==> src/rtl/arb_defs.sv <==
// Shared definitions for the round-robin bus arbiter: FSM encoding,
// requester count and default widths.
package arb_defs;

  typedef enum logic {
    IDLE = 1'b0,
    BUSY = 1'b1
  } state_t;

  localparam int NREQ   = 4;
  localparam int DEF_W  = 16;
  localparam int DEF_CW = 8;

endpackage

==> src/rtl/rr_bus_arbiter_if.sv <==
// Bus interface of rr_bus_arbiter. Handshake: a word on o is transferred in
// every cycle where valid and ready are both high; optional lock (ARB_LOCK_EN).
interface rr_bus_arbiter_if #(
  parameter int W  = arb_defs::DEF_W,
  parameter int CW = arb_defs::DEF_CW
);
  logic [3:0]      req;
  logic [W-1:0]    i0;
  logic [W-1:0]    i1;
  logic [W-1:0]    i2;
  logic [W-1:0]    i3;
  logic            ready;
  logic [3:0]      gnt;
  logic [1:0]      s;
  logic [W-1:0]    o;
  logic            valid;
  logic [3:0]      ack;
  logic [CW-1:0]   cnt;
  arb_defs::state_t state;
`ifdef ARB_LOCK_EN
  logic [3:0]      lock;

  modport master (input req, i0, i1, i2, i3, ready, lock,
                  output gnt, s, o, valid, ack, cnt, state);
  modport slave  (output req, i0, i1, i2, i3, ready, lock,
                  input gnt, s, o, valid, ack, cnt, state);
`else
  modport master (input req, i0, i1, i2, i3, ready,
                  output gnt, s, o, valid, ack, cnt, state);
  modport slave  (output req, i0, i1, i2, i3, ready,
                  input gnt, s, o, valid, ack, cnt, state);
`endif
endinterface

==> src/rtl/bus_mux4.sv <==
// 4:1 bus multiplexer, select is the binary requester index.
module bus_mux4 #(
  parameter int W = 16
) (
  input  logic [W-1:0] i0,
  input  logic [W-1:0] i1,
  input  logic [W-1:0] i2,
  input  logic [W-1:0] i3,
  input  logic [1:0]   s,
  output logic [W-1:0] o
);
  always_comb begin
    case (s)
      2'd0:    o = i0;
      2'd1:    o = i1;
      2'd2:    o = i2;
      default: o = i3;
    endcase
  end
endmodule

==> src/rtl/rr_pick4.sv <==
// Rotating-priority picker: first asserted (req & ~mask) bit scanning
// from ptr upward, modulo 4.
module rr_pick4
  import arb_defs::*;
(
  input  logic [3:0] req,
  input  logic [3:0] mask,
  input  logic [1:0] ptr,
  output logic       found,
  output logic [1:0] idx,
  output logic [3:0] onehot
);
  logic [3:0] eff;
  logic [1:0] cand;

  always_comb begin
    eff   = req & ~mask;
    found = 1'b0;
    idx   = 2'd0;
    cand  = 2'd0;
    // Scan from the far end so the candidate closest to ptr is written last.
    for (int k = NREQ - 1; k >= 0; k--) begin
      cand = ptr + 2'(k);
      if (eff[cand]) begin
        found = 1'b1;
        idx   = cand;
      end
    end
    onehot = found ? (4'b0001 << idx) : 4'b0000;
  end
endmodule

==> src/rtl/rr_bus_arbiter.sv <==
// Round-robin arbiter/sequencer for a shared 4:1 bus with valid/ready output
// handshake and transfer counter. ARB_LOCK_EN adds burst ownership via lock.
module rr_bus_arbiter
  import arb_defs::*;
#(
  parameter int W  = DEF_W,
  parameter int CW = DEF_CW
) (
  input logic            clk,
  input logic            rst,
  rr_bus_arbiter_if.master bus
);
  state_t        state_q, state_d;
  logic [3:0]    gnt_q, gnt_d;
  logic [1:0]    s_q, s_d;
  logic [1:0]    ptr_q, ptr_d;
  logic          valid_q, valid_d;
  logic [CW-1:0] cnt_q, cnt_d;

  logic          xfer;
  logic          owner_req;
  logic          hold_lock;
  logic [3:0]    pick_mask;
  logic [1:0]    pick_ptr;
  logic          pick_found;
  logic [1:0]    pick_idx;
  logic [3:0]    pick_onehot;

  assign xfer      = valid_q & bus.ready;
  assign owner_req = bus.req[s_q];
`ifdef ARB_LOCK_EN
  assign hold_lock = bus.lock[s_q];
`else
  assign hold_lock = 1'b0;
`endif

  // While busy the next owner is chosen past the current one, excluding it.
  assign pick_mask = (state_q == BUSY) ? gnt_q : 4'b0000;
  assign pick_ptr  = (state_q == BUSY) ? s_q + 2'd1 : ptr_q;

  rr_pick4 u_pick (
    .req    (bus.req),
    .mask   (pick_mask),
    .ptr    (pick_ptr),
    .found  (pick_found),
    .idx    (pick_idx),
    .onehot (pick_onehot)
  );

  always_comb begin
    state_d = state_q;
    gnt_d   = gnt_q;
    s_d     = s_q;
    ptr_d   = ptr_q;
    valid_d = valid_q;
    cnt_d   = cnt_q;
    case (state_q)
      IDLE: begin
        if (pick_found) begin
          state_d = BUSY;
          gnt_d   = pick_onehot;
          s_d     = pick_idx;
          valid_d = 1'b1;
        end
      end
      BUSY: begin
        if (xfer) begin
          cnt_d = cnt_q + CW'(1);
          if (!hold_lock) begin
            ptr_d = s_q + 2'd1;
            if (pick_found) begin
              gnt_d = pick_onehot;
              s_d   = pick_idx;
            end else begin
              state_d = IDLE;
              gnt_d   = 4'b0000;
              valid_d = 1'b0;
            end
          end
        end else if (!owner_req) begin
          state_d = IDLE;
          gnt_d   = 4'b0000;
          valid_d = 1'b0;
        end
      end
    endcase
  end

  always_ff @(posedge clk or posedge rst) begin
    if (rst) begin
      state_q <= IDLE;
      gnt_q   <= 4'b0000;
      s_q     <= 2'd0;
      ptr_q   <= 2'd0;
      valid_q <= 1'b0;
      cnt_q   <= '0;
    end else begin
      state_q <= state_d;
      gnt_q   <= gnt_d;
      s_q     <= s_d;
      ptr_q   <= ptr_d;
      valid_q <= valid_d;
      cnt_q   <= cnt_d;
    end
  end

  bus_mux4 #(.W(W)) u_mux (
    .i0 (bus.i0),
    .i1 (bus.i1),
    .i2 (bus.i2),
    .i3 (bus.i3),
    .s  (s_q),
    .o  (bus.o)
  );

  assign bus.gnt   = gnt_q;
  assign bus.s     = s_q;
  assign bus.valid = valid_q;
  assign bus.cnt   = cnt_q;
  assign bus.ack   = gnt_q & {4{bus.ready}};
  assign bus.state = state_q;
endmodule

==> src/flat_wrapper.sv <==
// flat-port wrapper written by rule: the top's interface ports become plain ports
module rr_bus_arbiter_flat import arb_defs::*;
#(
  parameter int W  = DEF_W,
  parameter int CW = DEF_CW
)
  (clk, rst, bus_req, bus_i0, bus_i1, bus_i2, bus_i3, bus_ready, bus_gnt, bus_s, bus_o, bus_valid, bus_ack, bus_cnt, bus_state);
  rr_bus_arbiter_if #(.W(W), .CW(CW)) bus_i ();
  input logic clk;
  input logic rst;
  input wire logic [$bits(bus_i.req)-1:0] bus_req;
  input wire logic [$bits(bus_i.i0)-1:0] bus_i0;
  input wire logic [$bits(bus_i.i1)-1:0] bus_i1;
  input wire logic [$bits(bus_i.i2)-1:0] bus_i2;
  input wire logic [$bits(bus_i.i3)-1:0] bus_i3;
  input wire logic [$bits(bus_i.ready)-1:0] bus_ready;
  output wire logic [$bits(bus_i.gnt)-1:0] bus_gnt;
  output wire logic [$bits(bus_i.s)-1:0] bus_s;
  output wire logic [$bits(bus_i.o)-1:0] bus_o;
  output wire logic [$bits(bus_i.valid)-1:0] bus_valid;
  output wire logic [$bits(bus_i.ack)-1:0] bus_ack;
  output wire logic [$bits(bus_i.cnt)-1:0] bus_cnt;
  output wire logic [$bits(bus_i.state)-1:0] bus_state;
  assign bus_i.req = bus_req;
  assign bus_i.i0 = bus_i0;
  assign bus_i.i1 = bus_i1;
  assign bus_i.i2 = bus_i2;
  assign bus_i.i3 = bus_i3;
  assign bus_i.ready = bus_ready;
  assign bus_gnt = bus_i.gnt;
  assign bus_s = bus_i.s;
  assign bus_o = bus_i.o;
  assign bus_valid = bus_i.valid;
  assign bus_ack = bus_i.ack;
  assign bus_cnt = bus_i.cnt;
  assign bus_state = bus_i.state;
  rr_bus_arbiter #(.W(W), .CW(CW)) u_core (.clk(clk), .rst(rst), .bus(bus_i));
endmodule
==> config.mk <==
export PLATFORM = sky130hd
export DESIGN_NAME = rr_bus_arbiter_flat
export DESIGN_NICKNAME = d
export VERILOG_FILES = /design/src/rtl/arb_defs.sv /design/src/rtl/rr_bus_arbiter_if.sv /design/src/rtl/bus_mux4.sv /design/src/rtl/rr_pick4.sv /design/src/rtl/rr_bus_arbiter.sv /design/src/flat_wrapper.sv
export SDC_FILE = /design/constraint.sdc
export NUM_CORES = 1
export LEC_CHECK = 0
export BUFFER_PORTS_ARGS = -buffer_cell sky130_fd_sc_hd__buf_4
export CORE_UTILIZATION = 41
export DETAILED_ROUTE_END_ITERATION = 12
export PLACE_DENSITY = 0.81
export SYNTH_ARGS = -nofsm -noshare
export SYNTH_HDL_FRONTEND = slang
export SYNTH_SLANG_ARGS = --single-unit
==> constraint.sdc <==
create_clock -name clk -period 2.32 [get_ports clk]
set_input_delay 0.116 -clock clk [delete_from_list [all_inputs] [get_ports clk]]
set_output_delay 0.116 -clock clk [all_outputs]
set_load 0.03 [all_outputs]
==> reports/results.md, run 1 <==
• 5.30 — via density per instance
• 21 — row count
• 0 — total overflow reported by the global router
• 1480 sq um — synthesized cell area
• 91.5% — final worst-path cycle share
• 2.01 ns — data arrival at the endpoint of the critical path
• 1,541 — via count of the first global-routing pass
• 1.48 mW — P_int
• 2 — number of buffers on the longest clock path
• 0.29 ns — insertion delay of the later-clocked pin in the worst-skew pair
• 0.221 ns — tightest hold margin
• 3390 sq um — area of the core
• 52.6% — Sw Share
• 343 — fin nets
• input pin to flop — path class of the lowest-slack min-delay path
• 62.2 um — Die Span Y
• 46.2% — share of cells above drive strength 1
• 16 — top fanout value on the critical path
• 0.877 — final weighted congestion of routability-driven global placement
• 9.27 sq um — mean instance size in the synthesized netlist
• 19 — pin count of the biggest net entering global routing
• 0 — YS warnings
• 106 — number of buffers added on ports
• flop — category of the worst setup path launch point
• 0.10 ns — clock transition at the registers of the reported paths
• 37 — distinct cell type count of the synthesized netlist
• 0 — initial antenna violation count
• 4590 um — total wire length
• 3860 sq um — total die area
• false — setup repair after global routing missed its margin
• 2.12 ns — post-layout minimum cycle time
• 5 — number of search-and-repair iterations in the first detailed-routing pass
• 18 — number of register bits inferred by synthesis
• 55.4% — worst max-slew margin expressed relative to the limit
• 1.22 nW — leakage power total
• 0 — fin. max-slew vios
• 0.668 ns — slew at the pin closest to its max-slew limit
• 107 — I/O pins
• finished, final reports clean — outcome
• 0 — Diodes inserted
• 0.00930 ns — worst clock skew on the final layout
• 0 ns — total negative setup slack
• flop to output port — Worst Setup Path Type
• 20.1% — sequential group share of total power
• 73.9% — Combinational Power Share
• 6.0% — share of total power in the clock network
• 0 — max-cap viol count
• 62.2 um — Chip Width
• sky130_fd_sc_hd__dfrtp_1 — library cell occupying the most area in the post-synthesis netlist
• 450 sq um — sequential cell area
• 0 — number of post-CTS setup repair buffers
• 59.3% — area added between synthesis and finish
• 916 sq um — area occupied by multi-input gates
• 160 — Syn Inst Count
• sky130_fd_sc_hd__clkbuf_4 — Root Buffer
• 0.000859 V — Peak supply drop
• 312 — final non-filler cell total
• 1 — CTS HTree Levels
• done — TritonCTS clock tree
• 307 — cell count after placement
• 207 — number of DRC markers in iteration 0
• 236 — Synth Net Count
• 0 — final number of hold-violating endpoints
• 0.471 GHz — f_max
• sky130_fd_sc_hd__buf_4, sky130_fd_sc_hd__inv_1, sky130_fd_sc_hd__dfrtp_1 — most frequent cells in the layout
• 3 — cts bufs inserted
• 3640 um — post-detail-place hpwl
• output port — crit path capture type
• 0 — final setup vio count
• 1320 nW/um^2 — power per cell area
• 2.20 ns — Req. time, crit path
• 7270 um — wire length of the first global-routing pass
• 1,655 — vias after detailed routing
• 276 — number of filler instances in the final layout
• sky130_fd_sc_hd__dfrtp_1, sky130_fd_sc_hd__mux2i_1, sky130_fd_sc_hd__a222oi_1 — cells taking the most area after synthesis
• 18 — clock net sink count
• 1.64 mW — net switching component of the power
• 14.7 um — routed wire length per instance
• 43.8% — effective utilization at floorplan
• sky130_fd_sc_hd__buf_4 — commonest non-fill, non-tap cell in the layout
• 0 — drc violations
• 30.4% — proportion of synthesized chip area in sequential cells
• 0 — count of nets left with antenna violations after detail routing
• 30.4% — top-area cell type share of the netlist area
• 22.8% — overall routing resource usage
==> kinds of logic after synthesis <==
| family | synth area share, % |
|---|---|
| and+or+nand+nor | 14.2 |
| AOI/OAI and AO/OA | 24.1 |
| buffers and inverters | 8.43 |
| muxes | 14.5 |
| DFF | 30.4 |
| xor gates and xnor gates | 4.13 |
| adders and majority gates | 4.22 |
==> synthesized netlist by cell type <==
cell / count
sky130_fd_sc_hd__nand4_1: 2
sky130_fd_sc_hd__and3_1: 1
sky130_fd_sc_hd__o221ai_1: 1
sky130_fd_sc_hd__nor2_1: 3
sky130_fd_sc_hd__clkbuf_1: 4
sky130_fd_sc_hd__a21boi_1: 1
sky130_fd_sc_hd__a22o_1: 2
sky130_fd_sc_hd__mux4_2: 1
sky130_fd_sc_hd__a32oi_1: 2
sky130_fd_sc_hd__mux2i_1: 17
sky130_fd_sc_hd__a222oi_1: 16
sky130_fd_sc_hd__nor3_1: 3
sky130_fd_sc_hd__mux2i_4: 1
sky130_fd_sc_hd__dfrtp_1: 18
sky130_fd_sc_hd__o21ai_1: 2
sky130_fd_sc_hd__buf_2: 1
sky130_fd_sc_hd__nand2_1: 17
sky130_fd_sc_hd__ha_1: 5
sky130_fd_sc_hd__nand3_2: 1
sky130_fd_sc_hd__o21a_1: 1
sky130_fd_sc_hd__a21bo_1: 2
sky130_fd_sc_hd__nand2b_1: 4
sky130_fd_sc_hd__o2bb2ai_1: 1
sky130_fd_sc_hd__a31oi_2: 1
sky130_fd_sc_hd__o221ai_2: 1
sky130_fd_sc_hd__or2_1: 1
sky130_fd_sc_hd__inv_1: 22
sky130_fd_sc_hd__nor3_2: 1
sky130_fd_sc_hd__o21ai_0: 4
sky130_fd_sc_hd__nand3_1: 4
sky130_fd_sc_hd__xnor2_1: 5
sky130_fd_sc_hd__buf_6: 2
sky130_fd_sc_hd__and2_1: 5
sky130_fd_sc_hd__a21boi_2: 2
sky130_fd_sc_hd__xor2_1: 2
sky130_fd_sc_hd__a21o_1: 1
sky130_fd_sc_hd__o31ai_1: 3
==> registers in the layout (all words and copies together), names as in the netlist <==
name / flops
u_core.bus.cnt: 8
u_core.bus.gnt: 4
u_core.bus.s: 2
u_core.ptr_q: 2
u_core.bus.state: 1
u_core.bus.valid: 1
==> path summary, 6_finish.rpt <==
check | slack [ns] | end | startpoint | cells past startpoint
worst min-delay path | 0.22 | u_core.bus.valid | bus_ready | 3
worst max register to register | 0.41 | u_core.bus.gnt[2] | u_core.bus.state | 5
max in group asynchronous | 1.43 | u_core.ptr_q[1] | rst | 3
min in group asynchronous | 0.47 | u_core.ptr_q[0] | rst | 3
worst min register to register | 0.48 | u_core.bus.cnt[7] | u_core.bus.cnt[7] | 1
worst max-delay path | 0.20 | bus_o[5] | u_core.bus.s[0] | 5
==> power by group through the flow <==
stage                     Sequential (mW)  Combinational [mW]  Clock [mW]
after CTS                           0.628                2.29       0.190
final                               0.628                2.30       0.187
after floorplan                     0.735                1.43           0
after global placement              0.627                2.27           0
after detailed placement            0.634                2.29           0
after global routing                0.651                2.46       0.204
==> per-stage QoR <==
step,total power [mW],utilization [%],cell area (sq um),worst slack (ns)
after floorplan,2.16,-,1480,0.158
after global placement,2.90,68.1,2310,0.430
after detailed placement,2.92,68.1,2310,0.372
after CTS,3.11,69.5,2360,0.0591
after global routing,3.31,69.7,2360,0.0858
final,3.12,69.7,2360,0.197
==> layer usage <==
metal / global-route usage, % / wire length (um) / vias to the layer above
met2: 37.2 / 2150 / 82
met1: 29.8 / 1920 / 757
met3: 6.07 / 435 / 8
li1: - / - / 808
met4: 6.40 / 79 / 0
met5: 0 / 0 / -
==> cell type report <==
cell class	count	area share, %
multi-input combinational	113	38.8
timing repair buffer	109	34.7
sequential	18	19.1
inverter	22	3.49
tap	46	2.44
clock buffer	4	1.54
==> critical path, cell delays in order, from the launching register on <==
cell and delay [ns]:
sky130_fd_sc_hd__dfrtp_1 0.54, sky130_fd_sc_hd__inv_1 0.12, sky130_fd_sc_hd__ha_2 0.31, sky130_fd_sc_hd__a222oi_1 0.44, sky130_fd_sc_hd__mux2i_1 0.13, sky130_fd_sc_hd__buf_4 0.19
==> timing repair <==
item	in CTS	in global routing
hold buffers	1	0
endpoints found under the hold margin	18	0
setup endpoints to repair	0	4
gates resized for setup	0	3
(Power assumes the default switching activity.)
==> inputs of run 2 (changes only) <==
--- a/config.mk
+++ b/config.mk
@@ -5,7 +5,7 @@
 export SDC_FILE = /design/constraint.sdc
 export NUM_CORES = 1
 export LEC_CHECK = 0
-export BUFFER_PORTS_ARGS = -buffer_cell sky130_fd_sc_hd__buf_4
+export BUFFER_PORTS_ARGS = -buffer_cell sky130_fd_sc_hd__buf_2
 export CORE_UTILIZATION = 41
 export DETAILED_ROUTE_END_ITERATION = 12
 export PLACE_DENSITY = 0.81
==> reports/results.md, run 2 (synthesis results as in run 1) <==
• finished, final reports clean — outcome
• 0.673 ns — slew at the pin closest to its max-slew limit, +0.00430 ns
• 163 — number of DRC markers in iteration 0, -21%
• 107 — I/O pins, unchanged
• 0 — Diodes inserted, unchanged
• 62.2 um — Chip Width, unchanged
• 3590 um — post-detail-place hpwl, -1.3%
• 62.2 um — Die Span Y, unchanged
• 2.06 ns — data arrival at the endpoint of the critical path, +0.05 ns
• 3 — cts bufs inserted, unchanged
• 0 — count of nets left with antenna violations after detail routing, unchanged
• 0 — final setup vio count, unchanged
• false — setup repair after global routing missed its margin
• 46.2% — share of cells above drive strength 1, unchanged
• 0.460 GHz — f_max, -2.3%
• 5.47 — via density per instance, +3.2%
• 43.8% — effective utilization at floorplan, unchanged
• 23.5% — overall routing resource usage, +0.70 points
• u_core.bus.gnt[2] — r2r endpoint
• 0 ns — total negative setup slack, unchanged
• sky130_fd_sc_hd__buf_2, sky130_fd_sc_hd__inv_1, sky130_fd_sc_hd__nand2_1, sky130_fd_sc_hd__mux2i_1, sky130_fd_sc_hd__dfrtp_1 — most frequent cells in the layout
• 21 — row count, unchanged
• 41.3% — area added between synthesis and finish
• 0 — max-cap viol count, unchanged
• 287 — number of filler instances in the final layout, +4.0%
• 19 — pin count of the biggest net entering global routing, unchanged
• 0.31 ns — insertion delay of the later-clocked pin in the worst-skew pair, +0.02 ns
• bus_ready — hold wc startpoint
• 0.11 ns — clock transition at the registers of the reported paths, about the same
• inv_1 > ha_1 > a222oi_1 > mux2i_1 > buf_2 — critical path, cell by cell
• 0 — drc violations, unchanged
• bus_o[5] — capturing instance or port of the critical path
• 343 — fin nets, unchanged
• 5 — Critical Path Stages, unchanged
• sky130_fd_sc_hd__a222oi_1 — slowest cell on the critical path
• 0.00314 ns — worst clock skew on the final layout, -0.00617 ns
• 2 — sum of buffers and inverters on the critical path, unchanged
• 25.5% — met1 Usage GRT, -4.2 points
• 0.000868 V — Peak supply drop, +1.1%
• 4.78% — global-route met3 utilization, -1.3 points
• 0 — fin. max-slew vios, unchanged
• 1.14 nW — leakage power total, -6.4%
• u_core.bus.s[0] — Worst Setup SP
• u_core.bus.state — worst r2r src
• 0 — final number of hold-violating endpoints, unchanged
• 0 — initial antenna violation count, unchanged
• 0.880 — final weighted congestion of routability-driven global placement, +0.32%
• 0 — total overflow reported by the global router, unchanged
• 0.39 ns — FF-to-FF setup slack, -0.02 ns
• 2.20 ns — Req. time, crit path, about the same
• 14.5 um — routed wire length per instance, -1.4%
• 3390 sq um — area of the core, unchanged
• flop — category of the worst setup path launch point
• 45.1% — global routing usage on met2, +7.8 points
• 2.17 ns — post-layout minimum cycle time, +0.0504 ns
• 1 — CTS HTree Levels, unchanged
• 8 — number of search-and-repair iterations in the first detailed-routing pass, +3
• 1,620 — via count of the first global-routing pass, +5.1%
• 18 — clock net sink count, unchanged
• input pin to flop — path class of the lowest-slack min-delay path
• 55.1% — worst max-slew margin expressed relative to the limit, -0.34 points
• output port — crit path capture type
• 2 — number of buffers on the longest clock path, unchanged
• 5 — path depth of the worst reg2reg path, unchanged
• 61.9% — post-layout utilization of the core, -7.9 points
• met2 — GRT Max-Usage Layer
• 16 — top fanout value on the critical path, unchanged
• 3860 sq um — total die area, unchanged
• sky130_fd_sc_hd__clkbuf_4 — Root Buffer
• 4520 um — total wire length, -1.4%
• 0 — number of post-CTS setup repair buffers, unchanged
• compound AO/OA/AOI/OAI gates — crit-path leading delay family
• 93.7% — final worst-path cycle share, +2.2 points
• 0.48 ns — stage delay of the slowest cell on the critical path, -0.06 ns
• sky130_fd_sc_hd__buf_2 — commonest non-fill, non-tap cell in the layout
• done — TritonCTS clock tree
• 106 — number of buffers added on ports, unchanged
• 7330 um — wire length of the first global-routing pass, +0.85%
• 8 — max FFs per register, unchanged
• flop to output port — Worst Setup Path Type
• 1400 nW/um^2 — power per cell area, +5.8%
• 1,708 — vias after detailed routing, +3.2%
[run 2: per-stage QoR]
step	std cells	setup WS [ns]	total power, mW	cell area, sq um	hold WS, ns
2_1_floorplan	160	0.158	2.16	1480	0.0546
3_3_place_gp	307	0.426	2.67	2040	0.245
3_5_place_dp	307	0.380	2.71	2040	0.243
4_1_cts	312	0.00703	2.91	2090	0.224
5_1_grt	312	0.0742	3.11	2100	0.240
6_report	312	0.146	2.93	2100	0.219
[run 2: what timing repair did]
| action | CTS | global route |
|---|---|---|
| hold buffers | 1 | 0 |
| hold endpoints to repair | 18 | 0 |
| setup endpoints to repair | 0 | 6 |
| gates resized for setup | 0 | 3 |
[run 2: layout make-up]
type / count / area [sq um] / share of cell area (%)
Sequential cell: 18 / 452 / 21.5
Tap cell: 46 / 57.6 / 2.74
Clock buffer: 4 / 36.3 / 1.73
Multi-Input combinational cell: 113 / 913 / 43.6
Timing Repair Buffer: 109 / 556 / 26.5
Inverter: 22 / 82.6 / 3.94
[run 2: power by group]
part / internal (mW) / switching [mW] / total [mW]
Combinational: 0.758 / 1.34 / 2.10
Clock: 0.0960 / 0.106 / 0.202
Sequential: 0.427 / 0.197 / 0.624
[run 2: how the worst min path moves through the flow]
| stage | cells after the start | slack [ns] | endpoint |
|---|---|---|---|
| final | 3 | 0.22 | u_core.bus.valid |
| after detailed placement | 2 | 0.24 | u_core.bus.valid |
| after CTS | 3 | 0.22 | u_core.bus.valid |
| after global routing | 3 | 0.24 | u_core.bus.cnt[0] |
| after global placement | 2 | 0.24 | u_core.bus.cnt[6] |
| after floorplan | 1 | 0.05 | u_core.bus.cnt[0] |
[run 2: per-layer routing]
layer	vias to the layer above	share of wire, %	wire (um)
met4	0	1.7	77
met5	-	0	0
met3	11	8.3	376
li1	806	-	-
met2	104	51	2310
met1	787	39	1760
[run 2: worst register-to-register path, cell delays in order, from the launching register on]
cell and delay (ns):
sky130_fd_sc_hd__dfrtp_1 0.78, sky130_fd_sc_hd__mux2i_4 0.38, sky130_fd_sc_hd__nand3_1 0.10, sky130_fd_sc_hd__a21boi_1 0.19, sky130_fd_sc_hd__o21ai_1 0.13, sky130_fd_sc_hd__o31ai_1 0.25
